## src/rtl/lcd_rd.sv

```systemverilog
// lcd_rd: reads the four counter digits back from HD44780 DDRAM and decodes them
module lcd_rd #(
  parameter int         CLK_DIV   = 50,
  parameter logic [6:0] BASE_ADDR = 7'h4C,
  parameter int         BF_LIMIT  = 255
) (
  input  logic       clk,
  input  logic       rst,
  input  logic       start,
  input  logic [7:0] DB_in,
  output logic [7:0] DB_out,
  output logic       DB_oe,
  output logic       E,
  output logic       RS,
  output logic       RW,
  output logic       busy,
  output logic       done,
  output logic [3:0] count0,
  output logic [3:0] count1,
  output logic [3:0] count2,
  output logic [3:0] count3,
  output logic       valid,
  output logic       err
);
  typedef enum logic [2:0] {IDLE, BF_POLL, SET_ADDR, BF_POLL2, RD_CHAR, FINISH} state_t;
  typedef enum logic [1:0] {SETUP, HIGH, LOW} phase_t;
  state_t state;
  phase_t phase;
  logic [7:0] div, polls, rd_q;
  logic [1:0] idx;
  logic [3:0][3:0] sh;
  logic err_s;
  logic last, acc_end, poll_to, ch_bad;
  assign last    = div == 8'(CLK_DIV - 1);
  assign acc_end = last && phase == LOW;
  assign poll_to = polls == 8'(BF_LIMIT - 1);
  assign ch_bad  = rd_q[7:4] != 4'h3 || rd_q[3:0] > 4'd9;
  // Bus phase sequencing plus transaction FSM; decisions are taken at the end of each access
  always_ff @(posedge clk or posedge rst) begin
    if (rst) begin
      state <= IDLE;
      phase <= SETUP;
      div <= '0;
      polls <= '0;
      rd_q <= '0;
      idx <= '0;
      sh <= '0;
      err_s <= 1'b0;
      DB_out <= 8'h00;
      DB_oe <= 1'b0;
      E <= 1'b0;
      RS <= 1'b0;
      RW <= 1'b1;
      busy <= 1'b0;
      done <= 1'b0;
      count0 <= '0;
      count1 <= '0;
      count2 <= '0;
      count3 <= '0;
      valid <= 1'b0;
      err <= 1'b0;
    end else begin
      done <= 1'b0;
      if (state != IDLE && state != FINISH) begin
        div <= last ? 8'd0 : div + 8'd1;
        if (last) begin
          phase <= phase == SETUP ? HIGH : phase == HIGH ? LOW : SETUP;
          E <= phase == SETUP;
        end
        if (last && phase == HIGH) rd_q <= DB_in;
      end
      case (state)
        IDLE: if (start) begin
          busy <= 1'b1;
          state <= BF_POLL;
          phase <= SETUP;
          div <= '0;
          polls <= '0;
          sh <= '0;
          err_s <= 1'b0;
          valid <= 1'b0;
          err <= 1'b0;
          RS <= 1'b0;
          RW <= 1'b1;
          DB_oe <= 1'b0;
        end
        BF_POLL, BF_POLL2: if (acc_end) begin
          if (!rd_q[7]) begin
            polls <= '0;
            if (state == BF_POLL) begin
              state <= SET_ADDR;
              RW <= 1'b0;
              DB_oe <= 1'b1;
              DB_out <= {1'b1, BASE_ADDR};
            end else begin
              state <= RD_CHAR;
              RS <= 1'b1;
            end
          end else if (poll_to) begin
            err_s <= 1'b1;
            err <= 1'b1;
            valid <= 1'b0;
            state <= FINISH;
          end else polls <= polls + 8'd1;
        end
        SET_ADDR: if (acc_end) begin
          state <= BF_POLL2;
          idx <= '0;
          RW <= 1'b1;
          DB_oe <= 1'b0;
          DB_out <= 8'h00;
        end
        RD_CHAR: if (acc_end) begin
          sh[~idx] <= rd_q[3:0];
          if (ch_bad) err_s <= 1'b1;
          RS <= 1'b0;
          idx <= idx + 2'd1;
          state <= idx == 2'd3 ? FINISH : BF_POLL2;
        end
        FINISH: begin
          done <= 1'b1;
          busy <= 1'b0;
          state <= IDLE;
          valid <= !err_s;
          err <= err_s;
          if (!err_s) begin
            count3 <= sh[3];
            count2 <= sh[2];
            count1 <= sh[1];
            count0 <= sh[0];
          end
        end
        default: state <= IDLE;
      endcase
    end
  end
endmodule

```

## config.mk

```make
export PLATFORM = sky130hd
export DESIGN_NAME = lcd_rd
export DESIGN_NICKNAME = d
export VERILOG_FILES = /design/src/rtl/lcd_rd.sv
export SDC_FILE = /design/constraint.sdc
export NUM_CORES = 1
export LEC_CHECK = 0
export ABC_AREA = 1
export CORE_ASPECT_RATIO = 0.9
export CORE_MARGIN = 5
export CORE_UTILIZATION = 51
export CTS_CLUSTER_SIZE = 24
export DETAILED_ROUTE_END_ITERATION = 7
export PLACE_DENSITY_LB_ADDON = 0.1
export RECOVER_POWER = 25
export SYNTH_ARGS = -nofsm -noshare
export SYNTH_HDL_FRONTEND = slang
export SYNTH_SLANG_ARGS = --single-unit
```

## constraint.sdc

```tcl
create_clock -name clk -period 2.4 [get_ports clk]
set_input_delay 0.48 -clock clk [delete_from_list [all_inputs] [get_ports clk]]
set_output_delay 0.48 -clock clk [all_outputs]
set_load 0.1 [all_outputs]
```

* Word level (Yosys, flattened, before mapping)
Cells that the tools add are included.
** Word-level totals
- Input bits :: 11
- Register bits after elaboration :: 80
- Logic and storage cells :: 154
** Operators by class
- Equal/unequal tests :: 24
- Magnitude comparators :: 3
- Bitwise logic cells :: 2
- Mux-type cells :: 67
- $add $sub $neg :: 3
- Reduce and logical (&&, ||, !) cells :: 31
** Operators with widths (count)
- 8-bit two-way mux :: 12
- 16-bit two-way mux :: 2
- 16-bit case mux with 2 select lines :: 1
- 8-bit case mux with 2 select lines :: 2
- 3-bit two-way mux :: 8
- 1-bit two-way mux :: 22
- 2-bit != test, second input constant :: 10
- 1-bit case mux with 3 select lines :: 6
- 8-bit by 1-bit adder with 8-bit output, second input constant :: 2
- 16-bit bitwise mux :: 1
- 2-bit two-way mux :: 8
- 5-bit AND reduction :: 3
- 3-bit case mux with 4 select lines :: 1
- 6-bit AND reduction :: 2
- 3-bit nonzero test :: 4
- 2-bit nonzero test :: 5
- 3-bit != test, second input constant :: 3
- 4-bit demux with 2-bit select :: 1
- 8-bit by 6-bit == test with 1-bit output, second input constant :: 1
- 8-bit == test, second input constant :: 1
- 2-bit AND reduction :: 4
- 7-bit AND reduction :: 1
- 3-bit by 2-bit == test with 1-bit output, second input constant :: 2
- 3-bit == test, second input constant :: 2
- other kinds (21) :: 26

* Depth between registers and ports, before layout
Gate-level depths: netlist of run 1.
- Depth after elaboration :: 8
- Depth in mapped cells :: 11

* Least setup slack after synthesis of run 1
OpenSTA, ideal clock, no wires.
- Path kind :: flip-flop to output port
- Start :: reg, netlist name DB_out[6]
- End :: out DB_out[3]
- Arrival time :: 1.373 ns
- Setup slack :: 0.547 ns
- Stages on the path, launching flop included :: 2
- Path buffers :: 1
- Cell sequence :: dfrtp_1 buf_4
** RTL lines
- to (decl) :: RTL line 11 : output logic [7:0] DB_out,

* Worst setup path in the final report of run 1
- Start :: reg div[6]
- End :: reg sh[0] (netlist name)
** Between the ends
- Cells in the longest elaborated chain, start to end :: 4
** Ends and longest elaborated chain
- from (decl) :: RTL line 29 : logic [7:0] div, polls, rd_q;
- from (signal assigned) :: RTL line 65 : div <= last ? 8'd0 : div + 8'd1;
- 8-bit by 6-bit == test with 1-bit output :: RTL line 34 : assign last = div == 8'(CLK_DIV - 1);
- 1-bit logical AND :: RTL line 35 : assign acc_end = last && phase == LOW;
- 2-bit != test (no source line)
- 3-bit AND reduction (no source line)
- to (signal, indexed assignment) :: RTL line 114 : sh[~idx] <= rd_q[3:0];
- to (decl) :: RTL line 31 : logic [3:0][3:0] sh;
Every way passes these cells.
A chain may end at the register's enable or synchronous reset.

==> impl_metrics.json, run 1 <==
{
  "portBuffers": 38,
  "clk_latency_ns": 0.35,
  "hold_violations": 0,
  "slew-limit-headroom": 0.4948,
  "fin_setup_tns_ns": 0,
  "area_growth_pct": 15.73,
  "crit_path_start_kind": "register",
  "crit_type": "reg2reg",
  "gp_congestion": 0.8812,
  "ir_drop_uv": 400.1,
  "ys_warn_count": 0,
  "die_w_um": 100.4,
  "h-tree-depth": 3,
  "timing.critical_path.to_type": "register",
  "die_h_um": 91.40,
  "dp_cells": 559,
  "yosysMostFrequentCell": "nand2_1",
  "clkTransAtPathRegs_ns": 0.07,
  "worst_pin_slew_ns": 0.7570,
  "avgSynthCellArea_sq_um": 8.632,
  "synthTopCellsByCount": "118 x nand2_1, 72 x dfrtp_1, 42 x inv_1",
  "n_fill_cell": 642,
  "drc": 0,
  "rows": 29,
  "cp.required_ns": 2.63,
  "crit_arrival_ns": 2.10,
  "netlist.area_leader.share": 0.4798,
  "numCtsBuffers": 9,
  "path_max_fanout": 18,
  "wl_um": 7572,
  "via_per_inst": 5.012,
  "place_ws_ns": 0.5314,
  "final_max_slew_viol_count": 0,
  "root_buffer": "clkbuf_8",
  "antenna_found_initial": 0,
  "design_power_total_mw": 2.474,
  "ys_types": 34,
  "grt_first_pass_wirelength_um": 12970,
  "yosys.area.top_type": "dfrtp_1",
  "dp_hpwl_um": 5684,
  "wire_per_inst_um": 13.17,
  "core-area_sq_um": 7112,
  "drt.antenna.violating_nets": 0,
  "p_leak_nw": 2.306,
  "clkSinkCount": 73,
  "period_share": 0.7757,
  "synth_area_sq_um": 3755,
  "diodes": 0,
  "max_freq_mhz": 537.2,
  "grt_max_degree": 43,
  "synth_seq_cells": 73,
  "hold_path.class": "reg2reg",
  "cts_buffer_depth": 2,
  "dr.pass1.iters": 4,
  "stdcell_count": 575,
  "synth_area_leaders": "dfrtp_1 48%, nand2_1 12%, nand3_1 4.9%, inv_1 4.2%, mux2_4 3.6%",
  "synth-edff-count": 0,
  "maxCapViolCount": 0,
  "io_pins": 43,
  "grt_setup_unrepaired": "false",
  "setup_ws_ns": 0.5384,
  "floorplan.initialDensity": 0.5280,
  "vias": 2882,
  "synth_flop_cell": "dfrtp_1",
  "grt_pass1_vias": 2757,
  "fin_worst_skew_ns": 0.007978,
  "cts_tree": "yes",
  "post-cts-setup-buffer-count": 0,
  "ys_seq_area_frac": 0.4868,
  "status": "finished clean",
  "syn_inst": 435,
  "drive_above_1_share": 0.1909,
  "gr-usage-all-layers": 0.1755,
  "grt_overflow": 0,
  "whs_ns": 0.4676,
  "first_iter_violations": 110,
  "setup-violations-final": 0,
  "finalNetCount": 496,
  "cts_hold_buf": 0,
  "finalCriticalPeriod_ns": 1.862,
  "p_per_area_nw_per_um2": 569.4,
  "synth-async-reset-ratio": 1.000,
  "dieArea_sq_um": 9181,
  "cts_resized": 0
}
-- critical path: stages (launching register included) --
cell and delay, ns:
dfrtp_1 0.42, inv_1 0.08, nand2_1 0.06, nor2_1 0.24
nand3_4 0.21, inv_1 0.11, nand2_1 0.07, nand2_2 0.25
nand2_1 0.18, nand2_1 0.10, nand2_1 0.05
-- power breakdown --
| group | switching [mW] | total [mW] | internal [mW] |
|---|---|---|---|
| clock network | 0.466 | 1.16 | 0.696 |
| logic | 0.0591 | 0.0775 | 0.0184 |
| registers | 0.00324 | 1.23 | 1.23 |
-- layer usage --
metal  track usage  part of all wire
met2        0.2792              0.45
met5             0                 0
met3       0.04904             0.052
met1        0.2366              0.49
met4       0.04489            0.0052
-- cell usage in the layout, fill, tap and decap left out, types with 3 or more instances in the layout --
cell             netlist  routed
a21oi_1               15      15
nand2_2                7       6
nor2_4                 5       5
inv_1                 42      42
clkdlybuf4s50_1        0       9
nor3_1                 5       5
nand4_1                8       8
mux2_4                 9       9
o21ai_0               25      25
ha_1                   8       8
bufinv_16              0       3
clkbuf_8               0       9
dfrtp_1               72      72
conb_1                 1       4
o21ai_2                3       3
nor2_1                35      35
inv_2                  7       7
mux2_2                 7       7
buf_4                  8      28
nand3_1               37      37
nand2_1              118     119
nand2_4                3       3
-- stage by stage --
| stage | cell area, sq um | util |
|---|---|---|
| 6_report | 4345 | 0.6110 |
| 5_1_grt | 4345 | 0.6110 |
| 4_1_cts | 4364 | 0.6137 |
| 3_5_place_dp | 4121 | 0.5795 |
| 3_3_place_gp | 4121 | 0.5795 |
| 2_1_floorplan | 3766 | - |
-- layout make-up --
type	instances	area, sq um	share of cell area
sequential	73	1828	0.4207
clock buffer	10	127.6	0.02937
timing repair buffer	40	321.6	0.07400
multi-input combinational	304	1653	0.3804
clock inverter	6	115.1	0.02649
tap	93	116.4	0.02678
inverter	49	183.9	0.04233
-- worst paths after layout --
path,startpoint,end,slack [ns],cells past startpoint
setup / recovery,div[6],sh[0],0.54,10
setup reg to reg,div[6],sh[0],0.54,10
hold / removal,RW,RW,0.47,2
min in group asynchronous,rst,count2[2],0.70,2
hold reg to reg,RW,RW,0.47,2
max in group asynchronous,rst,polls[7],0.58,3
-- cell families after synthesis --
kind of cell / after synthesis / share of synthesized area
AND/OR/NAND/NOR: 228 / 0.2802
adder cells (fa/ha/maj): 8 / 0.02666
XOR/XNOR: 2 / 0.004666
flip-flops: 73 / 0.4868
AO/OA/AOI/OAI: 46 / 0.06831
other: 1 / 0.0009987
buffers and inverters: 61 / 0.07531
multiplexers: 16 / 0.05698
-- flip-flops by register name, summed over array words and instances (netlist names) --
name,cells
E,1
DB_out,1
RW,1
valid,1
state,3
busy,1
err_s,1
div,8
err,1
count1,4
phase,2
sh,16
count2,4
polls,8
DB_oe,1
count3,4
idx,2
rd_q,8
count0,4
RS,1
done,1
(Power assumes the default switching activity.)
==> inputs of run 2 (changes only) <==
==> constraint.sdc (replaced) <==
create_clock -name clk -period 1.5 [get_ports clk]
set_input_delay 0.3 -clock clk [delete_from_list [all_inputs] [get_ports clk]]
set_output_delay 0.3 -clock clk [all_outputs]
set_load 0.1 [all_outputs]
==> impl_metrics.json, run 2 (same netlist as run 1, synthesis figures left out) <==
{
  "numCtsBuffers": 9,
  "finalCriticalPeriod_ns": 1.617,
  "final_common_cell": "nand2_1",
  "gr-usage-all-layers": 0.2271,
  "diodes": 0,
  "clk_latency_ns": 0.36,
  "via_per_inst": 5.449,
  "h-tree-depth": 3,
  "timing.critical_path.to_type": "register",
  "dp_cells": 606,
  "clkSinkCount": 73,
  "cts_hold_buf": 0,
  "path_max_fanout": 7,
  "status": "finished, violations left",
  "gp_congestion": 0.8668,
  "final_cell_mix": "98 x nand2_1, 69 x dfrtp_1, 53 x buf_4, 34 x inv_1, 29 x buf_12",
  "die_w_um": 100.4,
  "die_h_um": 91.40,
  "reg2reg_depth": 11,
  "crit_path_start_kind": "register",
  "p_int_mw": 3.118,
  "hold_violations": 0,
  "largest_register_ffs": 16,
  "io_pins": 43,
  "maxCapViolCount": 0,
  "crit_arrival_ns": 1.90,
  "swShare": 0.2203,
  "whs_ns": 0.4819,
  "whs_path_depth": 3,
  "cp.required_ns": 1.79,
  "drc": 0,
  "grt_pass1_vias": 3445,
  "hold_path.class": "in2reg",
  "grt_max_degree": 61,
  "wl_um": 10680,
  "rows": 29,
  "ir_drop_uv": 533.7,
  "portBuffers": 38,
  "setup_ws_ns": -0.1168,
  "antenna_found_initial": 0,
  "wire_per_inst_um": 16.61,
  "drive_above_1_share": 0.4291,
  "setup-violations-final": 44,
  "stdcell_count": 643,
  "final_max_slew_viol_count": 0,
  "top_register": "sh",
  "seq_power_share": 0.494,
  "vias": 3504,
  "cts_buffer_depth": 2,
  "worst_pin_slew_ns": 0.8090,
  "grt_setup_unrepaired": "true",
  "core-area_sq_um": 7112,
  "floorplan.initialDensity": 0.5280,
  "clkPwrFrac": 0.471,
  "dr.pass1.iters": 5,
  "crit_type": "reg2reg",
  "fin_worst_skew_ns": 0.01175,
  "period_share": 1.078,
  "crit_slowest_cell": "dfrtp_1",
  "max_stage_delay_ns": 0.40,
  "cpMostUsedCell": "nand2_4",
  "clkTransAtPathRegs_ns": 0.07,
  "grt_first_pass_wirelength_um": 16550,
  "max_freq_mhz": 618.5,
  "p_leak_nw": 2.765,
  "path_cells": "inv_2, ha_4, nand2_4, nor2_4, nand3_4, inv_2, nand2_4, nand2_4, buf_8, nand3_2, nand2_1",
  "dieArea_sq_um": 9181,
  "first_iter_violations": 205,
  "violations": "setup timing",
  "slew-limit-headroom": 0.4606,
  "stdcell_area_sq_um": 5700,
  "root_buffer": "clkbuf_8",
  "placed_area_sq_um": 4837,
  "grt_overflow": 0,
  "area_growth_pct": 51.82,
  "cts_tree": "yes",
  "combPwrFrac": 0.035,
  "p_per_area_nw_per_um2": 701.6,
  "power_switching_mw": 0.8813,
  "dp_hpwl_um": 6668,
  "finalNetCount": 564,
  "drt.antenna.violating_nets": 0
}
[run 2: per-stage QoR]
step                      setup TNS, ns  setup WS, ns  total power, mW  utilization
after floorplan                       0      0.001683            2.106            -
after global placement           -2.542       -0.1106            2.155       0.6802
after detailed placement         -5.650       -0.1809            2.156       0.6802
after CTS                        -1.989      -0.08694            4.024       0.7586
after global routing             -7.219       -0.2264            4.144       0.8015
final                            -3.094       -0.1168            4.000       0.8015
[run 2: what timing repair did]
action,in CTS,in global routing
gates resized for setup,70,59
setup buffers,5,12
endpoints found under the setup margin,63,71
gates cloned,3,1
pin swaps,28,23
[run 2: worst paths after layout]
path | from | endpoint | slack [ns]
hold reg to reg | sh[12] | sh[12] | 0.49
min in group asynchronous | rst | DB_oe | 0.64
setup / recovery | div[1] | sh[6] | -0.12
setup reg to reg | div[1] | sh[6] | -0.12
hold / removal | DB_in[5] | rd_q[5] | 0.48
max in group asynchronous | rst | DB_out[6] | 0.21
[run 2: worst max-delay path, delay by kind of cell, from the launching register on]
family	cells	cell delay, ns
fa+ha+maj	1	0.14
buf+inv	3	0.36
flops	1	0.40
simple gates	7	0.65
[run 2: cell type report]
type	instances	area, sq um
multi-input cells	307	2087
flip-flops and latches	73	1832
fillers	424	1411
repair buffers	105	1217
inverters	49	205.2
clock buffers	10	127.6
well taps	93	116.4
clock inverters	6	115.1
[run 2: per-layer routing]
metal | GRT usage | share of wire | vias to the layer above
li1 | - | - | 1628
met2 | 0.3637 | 0.51 | 143
met1 | 0.2980 | 0.41 | 1717
met3 | 0.06207 | 0.069 | 16
met4 | 0.07520 | 0.013 | 0
met5 | 0 | 0 | -
[run 2: power by group through the flow]
stage / clock network, mW / registers, mW / logic, mW
floorplan: 0 / 2.01 / 0.0930
global placement: 0 / 2.01 / 0.142
detailed placement: 0 / 2.01 / 0.143
CTS: 1.91 / 1.97 / 0.144
global route: 2.02 / 1.98 / 0.153
finish: 1.88 / 1.97 / 0.140
==> inputs of run 3 (changes only) <==
--- a/config.mk
+++ b/config.mk
@@ -8,7 +8,7 @@
 export ABC_AREA = 1
 export CORE_ASPECT_RATIO = 0.9
 export CORE_MARGIN = 5
-export CORE_UTILIZATION = 51
+export CORE_UTILIZATION = 41
 export CTS_CLUSTER_SIZE = 24
 export DETAILED_ROUTE_END_ITERATION = 7
 export PLACE_DENSITY_LB_ADDON = 0.1
==> impl_metrics.json, run 3 (same netlist as run 1, synthesis figures left out) <==
{
  "status": "finished, violations left",
  "violations": "setup timing",
  "vias": 3229,
  "ir_drop_uv": 503.0,
  "p_int_mw": 2.843,
  "gp_congestion": 0.8421,
  "p_per_area_nw_per_um2": 689.6,
  "grt_overflow": 0,
  "power_switching_mw": 0.9397,
  "hold_violations": 0,
  "dieArea_sq_um": 11170,
  "clkSinkCount": 73,
  "rows": 33,
  "h-tree-depth": 3,
  "finalNetCount": 565,
  "top_register": "sh",
  "cts_hold_buf": 0,
  "cts_tree": "yes",
  "drive_above_1_share": 0.3666,
  "fin_util": 0.6066,
  "root_buffer": "clkbuf_8",
  "p_leak_nw": 2.784,
  "grt_setup_unrepaired": "true",
  "clkPwrFrac": 0.442,
  "seq_power_share": 0.522,
  "final_cell_mix": "103 x nand2_1, 69 x dfrtp_1, 60 x buf_4, 37 x inv_1, 35 x nand3_1",
  "die_h_um": 100.8,
  "period_share": 1.100,
  "grt_first_pass_wirelength_um": 15210,
  "first_iter_violations": 171,
  "portBuffers": 38,
  "floorplan.initialDensity": 0.4152,
  "crit_arrival_ns": 1.88,
  "crit_path_start_kind": "register",
  "crit_slowest_cell": "dfrtp_1",
  "hold_path.class": "in2async",
  "clk_latency_ns": 0.36,
  "cpMostUsedCell": "buf_4",
  "combPwrFrac": 0.036,
  "numCtsBuffers": 9,
  "cts_buffer_depth": 2,
  "setup-violations-final": 44,
  "wl_um": 9185,
  "max_stage_delay_ns": 0.40,
  "final_max_slew_viol_count": 0,
  "diodes": 0,
  "gr-usage-all-layers": 0.1672,
  "antenna_found_initial": 0,
  "clkTransAtPathRegs_ns": 0.09,
  "placed_area_sq_um": 4949,
  "slew-limit-headroom": 0.5539,
  "path_max_fanout": 7,
  "grt_max_degree": 28,
  "fin_worst_skew_ns": 0.01231,
  "grt_pass1_vias": 3228,
  "final_common_cell": "nand2_1",
  "largest_register_ffs": 16,
  "die_w_um": 110.9,
  "stdcell_area_sq_um": 5485,
  "maxCapViolCount": 0,
  "max_freq_mhz": 606.1,
  "swShare": 0.2484,
  "via_per_inst": 4.798,
  "finalCriticalPeriod_ns": 1.650,
  "core-area_sq_um": 9042,
  "design_power_total_mw": 3.783,
  "drc": 0,
  "dr.pass1.iters": 4,
  "io_pins": 43,
  "drt.antenna.violating_nets": 0,
  "reg2reg_depth": 9,
  "setup_ws_ns": -0.1500,
  "path_cells": "inv_2, ha_4, nand2_4, nor2_4, nand3_4, buf_4, buf_4, nor3_1, o22ai_1",
  "dp_hpwl_um": 6485,
  "timing.critical_path.to_type": "register",
  "area_growth_pct": 46.08,
  "wire_per_inst_um": 13.65,
  "fin_setup_tns_ns": -2.715,
  "cp.required_ns": 1.73,
  "worst_pin_slew_ns": 0.6692,
  "crit_type": "reg2reg"
}
-- run 3: cell count changes in the layout (fill, tap and decap cells not counted), sizes merged --
cell | previous run | this run
bufinv | 3 | 1
nand2 | 130 | 128
buf | 93 | 95
inv | 48 | 50
dlymetal6s2s | 0 | 1
-- run 3: power groups by stage --
stage | clock network, mW | logic (mW) | registers (mW)
2_1_floorplan | 0 | 0.0930 | 2.01
5_1_grt | 1.80 | 0.151 | 1.97
3_3_place_gp | 0 | 0.153 | 2.01
6_report | 1.67 | 0.136 | 1.97
4_1_cts | 1.71 | 0.153 | 1.97
3_5_place_dp | 0 | 0.153 | 2.01
-- run 3: what timing repair did --
item	in CTS	in global routing
endpoints found under the setup margin	54	58
gates cloned	0	1
setup buffers	10	6
pin swaps	3	14
gates resized for setup	26	36
-- run 3: path summary, 6_finish.rpt --
path / startpoint / endpoint / slack, ns
max: div[1] / DB_out[6] / -0.15
min: rst / div[2] / 0.37
max reg2reg: div[1] / DB_out[6] / -0.15
min reg2reg: sh[6] / sh[6] / 0.48
max in group asynchronous: rst / state[2] / 0.13
min in group clk: sh[6] / sh[6] / 0.48
-- run 3: worst max-delay path, delay by kind of cell (launching register included) --
family / cells / cell delay [ns]
and+or+nand+nor: 4 / 0.49
adders and majority gates: 1 / 0.14
buffers and inverters: 3 / 0.41
AOI/OAI and AO/OA: 1 / 0.09
DFF: 1 / 0.40
-- run 3: per-layer routing --
layer,vias up,routed length (um),part of all wire,global-route usage
li1,1616,-,-,-
met3,6,476,0.052,0.04442
met2,82,4226,0.46,0.2673
met5,-,0,0,0
met4,0,84,0.0091,0.03788
met1,1525,4397,0.48,0.2301
-- run 3: final cells by class --
class	count	area [sq um]
Sequential cell	73	1832
Inverter	49	191.4
Multi-Input combinational cell	305	1868
Timing Repair Buffer	108	1230
Clock buffer	10	137.6
Tap cell	122	152.6
Fill cell	778	3557
Clock inverter	6	73.82
-- run 3: stage by stage --
stage                     hold slack, ns  instances  worst slack (ns)
final                             0.3677        673           -0.1500
after global routing              0.3901        673           -0.2109
after detailed placement          0.4609        640           -0.1806
after CTS                         0.2492        666          -0.09752
after global placement            0.4630        640           -0.1320
after floorplan                   0.4380        438          0.001683
